$ cat config.mk
export PLATFORM = sky130hd
export DESIGN_NAME = cave_cache_ctrl
export DESIGN_NICKNAME = d
export VERILOG_FILES = /design/src/rtl/cave_cache_ctrl.sv
export SDC_FILE = /design/constraint.sdc
export NUM_CORES = 1
export LEC_CHECK = 0
export ABC_AREA = 1
export CAP_MARGIN = 20
export CORE_AREA = 2 2 193 195
export DETAILED_ROUTE_END_ITERATION = 8
export DIE_AREA = 0 0 195 197
export DONT_BUFFER_PORTS = 1
export PLACE_DENSITY = 0.54
export SLEW_MARGIN = 20
export SYNTH_ARGS = -nofsm -noshare
export SYNTH_HDL_FRONTEND = slang
export SYNTH_SLANG_ARGS = --single-unit
$ cat constraint.sdc
create_clock -name clock -period 1.5 [get_ports clock]
set_input_delay 0.225 -clock clock [delete_from_list [all_inputs] [get_ports clock]]
set_output_delay 0.225 -clock clock [all_outputs]
set_load 0.03 [all_outputs]
$ cat src/rtl/cave_cache_ctrl.sv
// rtl/cave_cache_ctrl.sv - write-back, write-allocate controller for a 4-entry direct-mapped line cache
//
// Sequences lookup, eviction, fill and entry update against an external entry memory.
// The entry memory has a 1-cycle registered-address read port.
// Entry word layout: {valid, dirty, tag, data}, with valid in the MSB.
//
// Ports:
//   clock, reset       system clock, asynchronous active-low reset
//   in_*               requester side: rd/wr/addr/din/mask in; wait/valid/dout out
//   out_*              backing memory: rd/wr/addr/dout out; wait/valid/din in
//   mem_*              entry memory: ren/raddr/rdata read port; wen/waddr/wdata write port
module cave_cache_ctrl #(
    parameter int INDEX_W = 2,
    parameter int TAG_W   = 21,
    parameter int DATA_W  = 64
) (
    input  logic                       clock,
    input  logic                       reset,
    input  logic                       in_rd,
    input  logic                       in_wr,
    input  logic [TAG_W+INDEX_W-1:0]   in_addr,
    input  logic [DATA_W-1:0]          in_din,
    input  logic [DATA_W/8-1:0]        in_mask,
    output logic                       in_wait,
    output logic                       in_valid,
    output logic [DATA_W-1:0]          in_dout,
    output logic                       out_rd,
    output logic                       out_wr,
    output logic [TAG_W+INDEX_W-1:0]   out_addr,
    output logic [DATA_W-1:0]          out_dout,
    input  logic                       out_wait,
    input  logic                       out_valid,
    input  logic [DATA_W-1:0]          out_din,
    output logic                       mem_ren,
    output logic [INDEX_W-1:0]         mem_raddr,
    input  logic [DATA_W+TAG_W+1:0]    mem_rdata,
    output logic                       mem_wen,
    output logic [INDEX_W-1:0]         mem_waddr,
    output logic [DATA_W+TAG_W+1:0]    mem_wdata
);

    localparam int ADDR_W  = TAG_W + INDEX_W;
    localparam int ENTRY_W = DATA_W + TAG_W + 2;
    localparam int NBYTES  = DATA_W / 8;

    typedef enum logic [2:0] {
        ST_INIT,
        ST_IDLE,
        ST_LOOKUP,
        ST_EVICT,
        ST_FILL,
        ST_FILL_WAIT
    } state_t;

    state_t              state_q,       state_d;
    logic [INDEX_W-1:0]  init_cnt_q,    init_cnt_d;
    logic [ADDR_W-1:0]   req_addr_q,    req_addr_d;
    logic [DATA_W-1:0]   req_din_q,     req_din_d;
    logic [NBYTES-1:0]   req_mask_q,    req_mask_d;
    logic                req_wr_q,      req_wr_d;
    logic [TAG_W-1:0]    victim_tag_q,  victim_tag_d;
    logic [DATA_W-1:0]   victim_data_q, victim_data_d;
    logic                in_valid_q,    in_valid_d;
    logic [DATA_W-1:0]   in_dout_q,     in_dout_d;

    logic [INDEX_W-1:0]  req_index;
    logic [TAG_W-1:0]    req_tag;
    logic                ent_valid;
    logic                ent_dirty;
    logic [TAG_W-1:0]    ent_tag;
    logic [DATA_W-1:0]   ent_data;
    logic                hit;

    function automatic logic [DATA_W-1:0] merge_bytes(
        input logic [DATA_W-1:0] old_data,
        input logic [DATA_W-1:0] new_data,
        input logic [NBYTES-1:0] mask
    );
        logic [DATA_W-1:0] r;
        r = old_data;
        for (int b = 0; b < NBYTES; b++) begin
            if (mask[b]) begin
                r[8*b +: 8] = new_data[8*b +: 8];
            end
        end
        return r;
    endfunction

    assign req_index = req_addr_q[INDEX_W-1:0];
    assign req_tag   = req_addr_q[ADDR_W-1:INDEX_W];
    assign ent_valid = mem_rdata[ENTRY_W-1];
    assign ent_dirty = mem_rdata[ENTRY_W-2];
    assign ent_tag   = mem_rdata[DATA_W +: TAG_W];
    assign ent_data  = mem_rdata[DATA_W-1:0];
    assign hit       = ent_valid && (ent_tag == req_tag);

    assign in_valid = in_valid_q;
    assign in_dout  = in_dout_q;

    always_ff @(posedge clock or negedge reset) begin
        if (!reset) begin
            state_q       <= ST_INIT;
            init_cnt_q    <= '0;
            req_addr_q    <= '0;
            req_din_q     <= '0;
            req_mask_q    <= '0;
            req_wr_q      <= 1'b0;
            victim_tag_q  <= '0;
            victim_data_q <= '0;
            in_valid_q    <= 1'b0;
            in_dout_q     <= '0;
        end else begin
            state_q       <= state_d;
            init_cnt_q    <= init_cnt_d;
            req_addr_q    <= req_addr_d;
            req_din_q     <= req_din_d;
            req_mask_q    <= req_mask_d;
            req_wr_q      <= req_wr_d;
            victim_tag_q  <= victim_tag_d;
            victim_data_q <= victim_data_d;
            in_valid_q    <= in_valid_d;
            in_dout_q     <= in_dout_d;
        end
    end

    always_comb begin
        state_d       = state_q;
        init_cnt_d    = init_cnt_q;
        req_addr_d    = req_addr_q;
        req_din_d     = req_din_q;
        req_mask_d    = req_mask_q;
        req_wr_d      = req_wr_q;
        victim_tag_d  = victim_tag_q;
        victim_data_d = victim_data_q;
        in_valid_d    = 1'b0;
        in_dout_d     = in_dout_q;

        in_wait   = 1'b1;
        out_rd    = 1'b0;
        out_wr    = 1'b0;
        out_addr  = '0;
        out_dout  = '0;
        mem_ren   = 1'b0;
        mem_raddr = '0;
        mem_wen   = 1'b0;
        mem_waddr = '0;
        mem_wdata = '0;

        case (state_q)
            ST_INIT: begin
                // Gated by reset so the entry memory sees no writes while reset is held.
                mem_wen    = reset;
                mem_waddr  = init_cnt_q;
                init_cnt_d = init_cnt_q + 1'b1;
                if (init_cnt_q == {INDEX_W{1'b1}}) begin
                    state_d = ST_IDLE;
                end
            end

            ST_IDLE: begin
                in_wait = 1'b0;
                if (in_rd || in_wr) begin
                    req_addr_d = in_addr;
                    req_din_d  = in_din;
                    req_mask_d = in_mask;
                    req_wr_d   = in_wr;
                    mem_ren    = 1'b1;
                    mem_raddr  = in_addr[INDEX_W-1:0];
                    state_d    = ST_LOOKUP;
                end
            end

            ST_LOOKUP: begin
                if (hit) begin
                    if (req_wr_q) begin
                        mem_wen   = 1'b1;
                        mem_waddr = req_index;
                        mem_wdata = {1'b1, 1'b1, req_tag,
                                     merge_bytes(ent_data, req_din_q, req_mask_q)};
                    end else begin
                        in_valid_d = 1'b1;
                        in_dout_d  = ent_data;
                    end
                    state_d = ST_IDLE;
                end else if (ent_valid && ent_dirty) begin
                    victim_tag_d  = ent_tag;
                    victim_data_d = ent_data;
                    state_d       = ST_EVICT;
                end else begin
                    state_d = ST_FILL;
                end
            end

            ST_EVICT: begin
                out_wr   = 1'b1;
                out_addr = {victim_tag_q, req_index};
                out_dout = victim_data_q;
                if (!out_wait) begin
                    state_d = ST_FILL;
                end
            end

            ST_FILL: begin
                out_rd   = 1'b1;
                out_addr = req_addr_q;
                if (!out_wait) begin
                    state_d = ST_FILL_WAIT;
                end
            end

            ST_FILL_WAIT: begin
                if (out_valid) begin
                    mem_wen   = 1'b1;
                    mem_waddr = req_index;
                    // A write miss allocates the line and merges into it, leaving it dirty.
                    mem_wdata = {1'b1, req_wr_q, req_tag,
                                 req_wr_q ? merge_bytes(out_din, req_din_q, req_mask_q) : out_din};
                    if (!req_wr_q) begin
                        in_valid_d = 1'b1;
                        in_dout_d  = out_din;
                    end
                    state_d = ST_IDLE;
                end
            end

            default: begin
                state_d = ST_INIT;
            end
        endcase
    end

endmodule

**Word-level counts from Yosys, hierarchy flattened**

Cells that the tools add are included.

- Add/sub/neg operators: 1
- Equality and inequality tests: 15
- Mux-type cells: 55
- Bitwise operators: 1
- Reductions and logical operators: 9

Operators by type and width:

| operator | number |
|---|---|
| 64-bit 2-to-1 mux | 6 |
| 87-bit 2-to-1 mux | 3 |
| 87-bit one-hot mux with 2 select lines | 1 |
| 8-bit 2-to-1 mux | 16 |
| 64-bit one-hot mux with 2 select lines | 1 |
| 23-bit one-hot mux with 2 select lines | 1 |
| 21-bit == test | 1 |
| 3-bit 2-to-1 mux | 7 |
| 3-bit one-hot mux with 6 select lines | 1 |
| 2-bit != test (second input constant) | 8 |
| 1-bit 2-to-1 mux | 11 |
| 2-bit 2-to-1 mux | 5 |
| 5-bit AND reduction | 2 |
| 3-bit by 2-bit == test with 1-bit output (second input constant) | 2 |
| 3-bit == test (second input constant) | 2 |
| 2-bit one-hot mux with 3 select lines | 1 |
| 3-bit by 1-bit == test with 1-bit output (second input constant) | 1 |
| 3-bit logical NOT | 1 |
| 1-bit one-hot mux with 3 select lines | 1 |
| 3-bit AND reduction | 1 |
| 2-bit by 1-bit adder with 2-bit output (second input constant) | 1 |
| 2-bit == test (second input constant) | 1 |
| 1-bit logical AND | 2 |
| 1-bit one-hot mux with 2 select lines | 1 |
| 4 further kinds | 4 |

- Register bits: 251
- Input port bits: 252
- Word-level logic and storage cells: 91

**Longest topological paths before layout**

- Depth after elaboration: 4
- Depth in mapped cells: 13
- Mapped depth without buffers: 12

**Worst setup path before layout**

No wires, ideal clock.

- Path type: register -> output
- Start: register req_addr_q[16]
- End: output port mem_wdata[24]
- Arrival: 2.006 ns
- Data required time: 1.275 ns
- Path slack: -0.731 ns
- Cell stages (with the launch flop): 10
- Cell sequence: dfrtp_1 -> nand2_1 -> nand2_1 -> nor2_1 -> nand2_1 -> nor2_1 -> nand3_2 -> buf_2 -> buf_2 -> o31ai_1

- Word-level cells in the longest chain between the ends: 4

Ends and longest elaborated chain:

| element | RTL line | text |
|---|---|---|
| start: declaration | 57 | `logic [ADDR_W-1:0] req_addr_q, req_addr_d;` |
| start signal: assignment | 115 | `req_addr_q <= req_addr_d;` |
| 21-bit == test | 95 | `assign hit = ent_valid && (ent_tag == req_tag);` |
| 1-bit logical AND | 95 |  |
| 87-bit 2-to-1 mux | 174 | `if (hit) begin` |
| 87-bit one-hot mux with 2 select lines | 149 | `case (state_q)` |
| end: declaration | 39 | `output logic [DATA_W+TAG_W+1:0] mem_wdata` |

No other way between the ends.

**Worst setup path after layout**

- Start: register req_addr_q[18]
- End: output port mem_wdata[6]

The elaborated chain is that of the path after synthesis.

==> impl_results.md <==
* CTS Buffer Depth at 3
* # H-tree levels at 1
* Setup violations, final at 433
* Critical Setup Path Class: register to output port
* GPL Wtd Cong at 0.881
* Post-detail-place hpwl at 37.9 mm
* FF-to-FF setup slack at -0.62 ns
* Detailed Route Iter0 Violations at 790
* Slew Viols, Final at 0
* Netlist cell types at 32
* First-pass GRT wire length at 88.9 mm
* Routed met2 length at 28.7 mm
* Fmax at 0.390 GHz
* Clock Latency Late Sink at 0.56 ns
* Die height at 197 µm
* Die area at 38,400 µm²
* RSZ-0062 raised after global routing: true
* Seq/Total Area, Yosys at 46.2%
* LEAKAGE at 10.6 nW
* Final Hold Vio Count at 251
* Worst-Margin Slew at 0.551 ns
* Vias in the first global route at 15,600
* Final core occ at 64.7%
* Reg clk slew, reported paths at 0.06 ns
* Area Overhead vs Synth at 72.8%
* Final net count at 2,534
* Filler Cell Count at 2,874
* Top Layer Used: met4
* Number of top-level pins at 500
* Share of cells above drive strength 1 at 31.9%
* Via density at 5.26
* Final TNS setup at -278.88 ns
* Largest net degree at the start of global routing at 253
* Max-cap violations at 0
* Port buffer count at 0
* Pwr Density at 1760 nW/µm²
* CTS buffer count at 31
* CTS tree: yes
* Async SR Flop Fraction at 100%
* Routed WL per cell at 21.0 µm
* DR pass1 iterations at 5
* Mapped cell area at 13,600 µm²
* Worst ir drop on vdd at 0.00108 V
* EDFF count, synth at 0
* Final min period at 2.56 ns
* GR Overflow Total at 0
* Rows at 70
* Total routed wirelength at 58.2 mm
* Worst Setup End Kind: output port
* Die width at 195 µm
* Synthesized net count at 2,026
* Core area at 36,300 µm²
* Worst Path Required at 1.27 ns
* Routed wl met3 at 4.40 mm
* Startpoint Class: register
* Antenna violations before repair at 1
* CP Data Arrival Time at 2.34 ns
* Sink Count at 251
* Cells after Synth at 1,773
* Clock Skews at 0.0276 ns
* Hold_ws at -0.621 ns
* Syn avg cell area at 7.66 µm²
* Gr usage total at 29.5%
* Main synth FF type: dfrtp_1
* Final worst path period share at 171%
* Min-delay worst type: primary input to async pin
* Synthesis warning total at 0
* Post-Route M1 WL at 22.4 mm
* Run status: finished with violations
* Vias at 14,600
* Hold-fix buffers, CTS at 246
* Violated checks: hold timing, setup timing
* Seq cells post-synth at 251
* Root Driver: clkbuf_16
* Remaining DRCs at 0
* Final Worst Setup Slack at -1.06 ns
* Max_slew headroom at 63.2%
* Initial Utilization at 37.5%
* CP max FO at 10
* Post-DRT Antenna Nets at 0
-- cells in the mapped netlist, types with 2 or more instances --
cell      instances  area (µm²)
o31ai_1          64         480
xnor2_1           2        17.5
buf_4             2        15.0
buf_1            18        67.6
nor2_1           99         372
a21oi_1          22         110
inv_2            23        86.3
nand3_1           5        25.0
buf_6            17         191
nand2_2           2        12.5
clkbuf_1         44         165
o21ai_1          58         290
a22oi_1          64         480
nand2_1         754        2830
mux2i_1          64         641
inv_1           110         413
buf_2            23         115
o21ai_0          83         415
o22ai_1           7        43.8
o21ai_2          50         438
dfrtp_1         251        6280
-- cell families after synthesis --
kind of cell | synth area share [%]
flops | 46.2
mux | 4.80
xor+xnor | 0.193
simple gates | 24.2
fa+ha+maj | 0.0921
buf+inv | 7.78
compound gates | 16.7
-- repair_timing --
| item | in CTS | in global routing |
|---|---|---|
| resized for setup | 245 | 39 |
| cloned | 15 | 3 |
| endpoints found under the hold margin | 499 | 251 |
| pin swaps | 21 | 18 |
| endpoints found under the setup margin | 432 | 433 |
| buffers inserted | 24 | 8 |
-- power by group --
| part | leakage [nW] | total, mW | switching, mW | internal (mW) |
|---|---|---|---|---|
| clock network | 0.472 | 7.28 | 2.99 | 4.29 |
| registers | 3.09 | 13.8 | 3.78 | 10.0 |
| logic | 7.03 | 20.2 | 12.0 | 8.19 |
-- per-layer routing --
layer	track usage [%]	vias to the layer above
met4	14.7	0
met5	0	-
met3	7.12	183
met2	50.5	652
li1	-	6757
met1	34.6	6975
-- layout by cell type, fill, tap and decap left out, types with 6 or more instances in the layout --
cell and n:
o21ai_0 65, o21ai_4 12, clkbuf_16 34, nor2_4 74
o21ai_1 58, nor2_1 19, clkbuf_1 6, inv_2 27
o21ai_2 56, nand2_1 678, a22oi_1 64, nand2_2 54
buf_6 109, dfrtp_1 250, o31ai_4 64, nor2_2 8
buf_16 12, nand2_4 19, buf_12 62, inv_1 104
buf_4 140, dlygate4sd3_1 246, mux2i_1 64, a21oi_4 22
-- area by class of cell --
| class | count | area, µm² | share of cell area (%) |
|---|---|---|---|
| Clock buffer | 41 | 853 | 3.64 |
| Timing Repair inverter | 1 | 16.3 | 0.0693 |
| Clock inverter | 10 | 111 | 0.474 |
| Tap cell | 468 | 586 | 2.49 |
| Multi-Input combinational cell | 1284 | 8550 | 36.4 |
| Sequential cell | 251 | 6280 | 26.8 |
| Inverter | 134 | 541 | 2.30 |
| Timing Repair Buffer | 578 | 6530 | 27.8 |
| Antenna cell | 2 | 5.00 | 0.0213 |
-- state kept, by name (all words and copies together), names as in the netlist --
register	flops
in_dout	64
in_valid	1
init_cnt_q	2
req_addr_q	23
req_din_q	64
req_mask_q	8
req_wr_q	1
state_q	3
victim_data_q	64
victim_tag_q	21
-- path summary, 6_finish.rpt --
check                          startpoint               end  depth (start not counted)
max                        req_addr_q[18]      mem_wdata[6]                         10
min                                 reset       in_dout[27]                          0
max reg2reg                req_addr_q[18]        in_dout[1]                         14
min reg2reg                  req_din_q[9]      req_din_q[9]                          2
max in group asynchronous           reset  victim_tag_q[18]                          0
min in group clock              out_valid        state_q[2]                          6
-- metrics by stage --
step	cell area [µm²]	std cells	setup slack [ns]	hold WS [ns]	total power, mW
after floorplan	15500	1773	-0.346	-0.0706	24.6
after global placement	18200	2427	-0.584	-0.0649	30.5
after detailed placement	18200	2427	-0.633	-0.0635	30.8
after CTS	23300	2763	-1.11	-0.657	41.0
after global routing	23500	2768	-1.17	-0.661	43.7
final	23500	2769	-1.06	-0.621	41.2
-- worst max-delay path: stages (launching register included) --
cell and delay (ns):
dfrtp_1 0.39, nand2_1 0.07, nand2_1 0.06, nor2_2 0.14, nand2_2 0.09, nor2_4 0.14, nand3_4 0.08, buf_12 0.18
buf_16 0.18, o31ai_4 0.27, buf_12 0.16
Note: power is estimated with default switching activity, not from simulation.
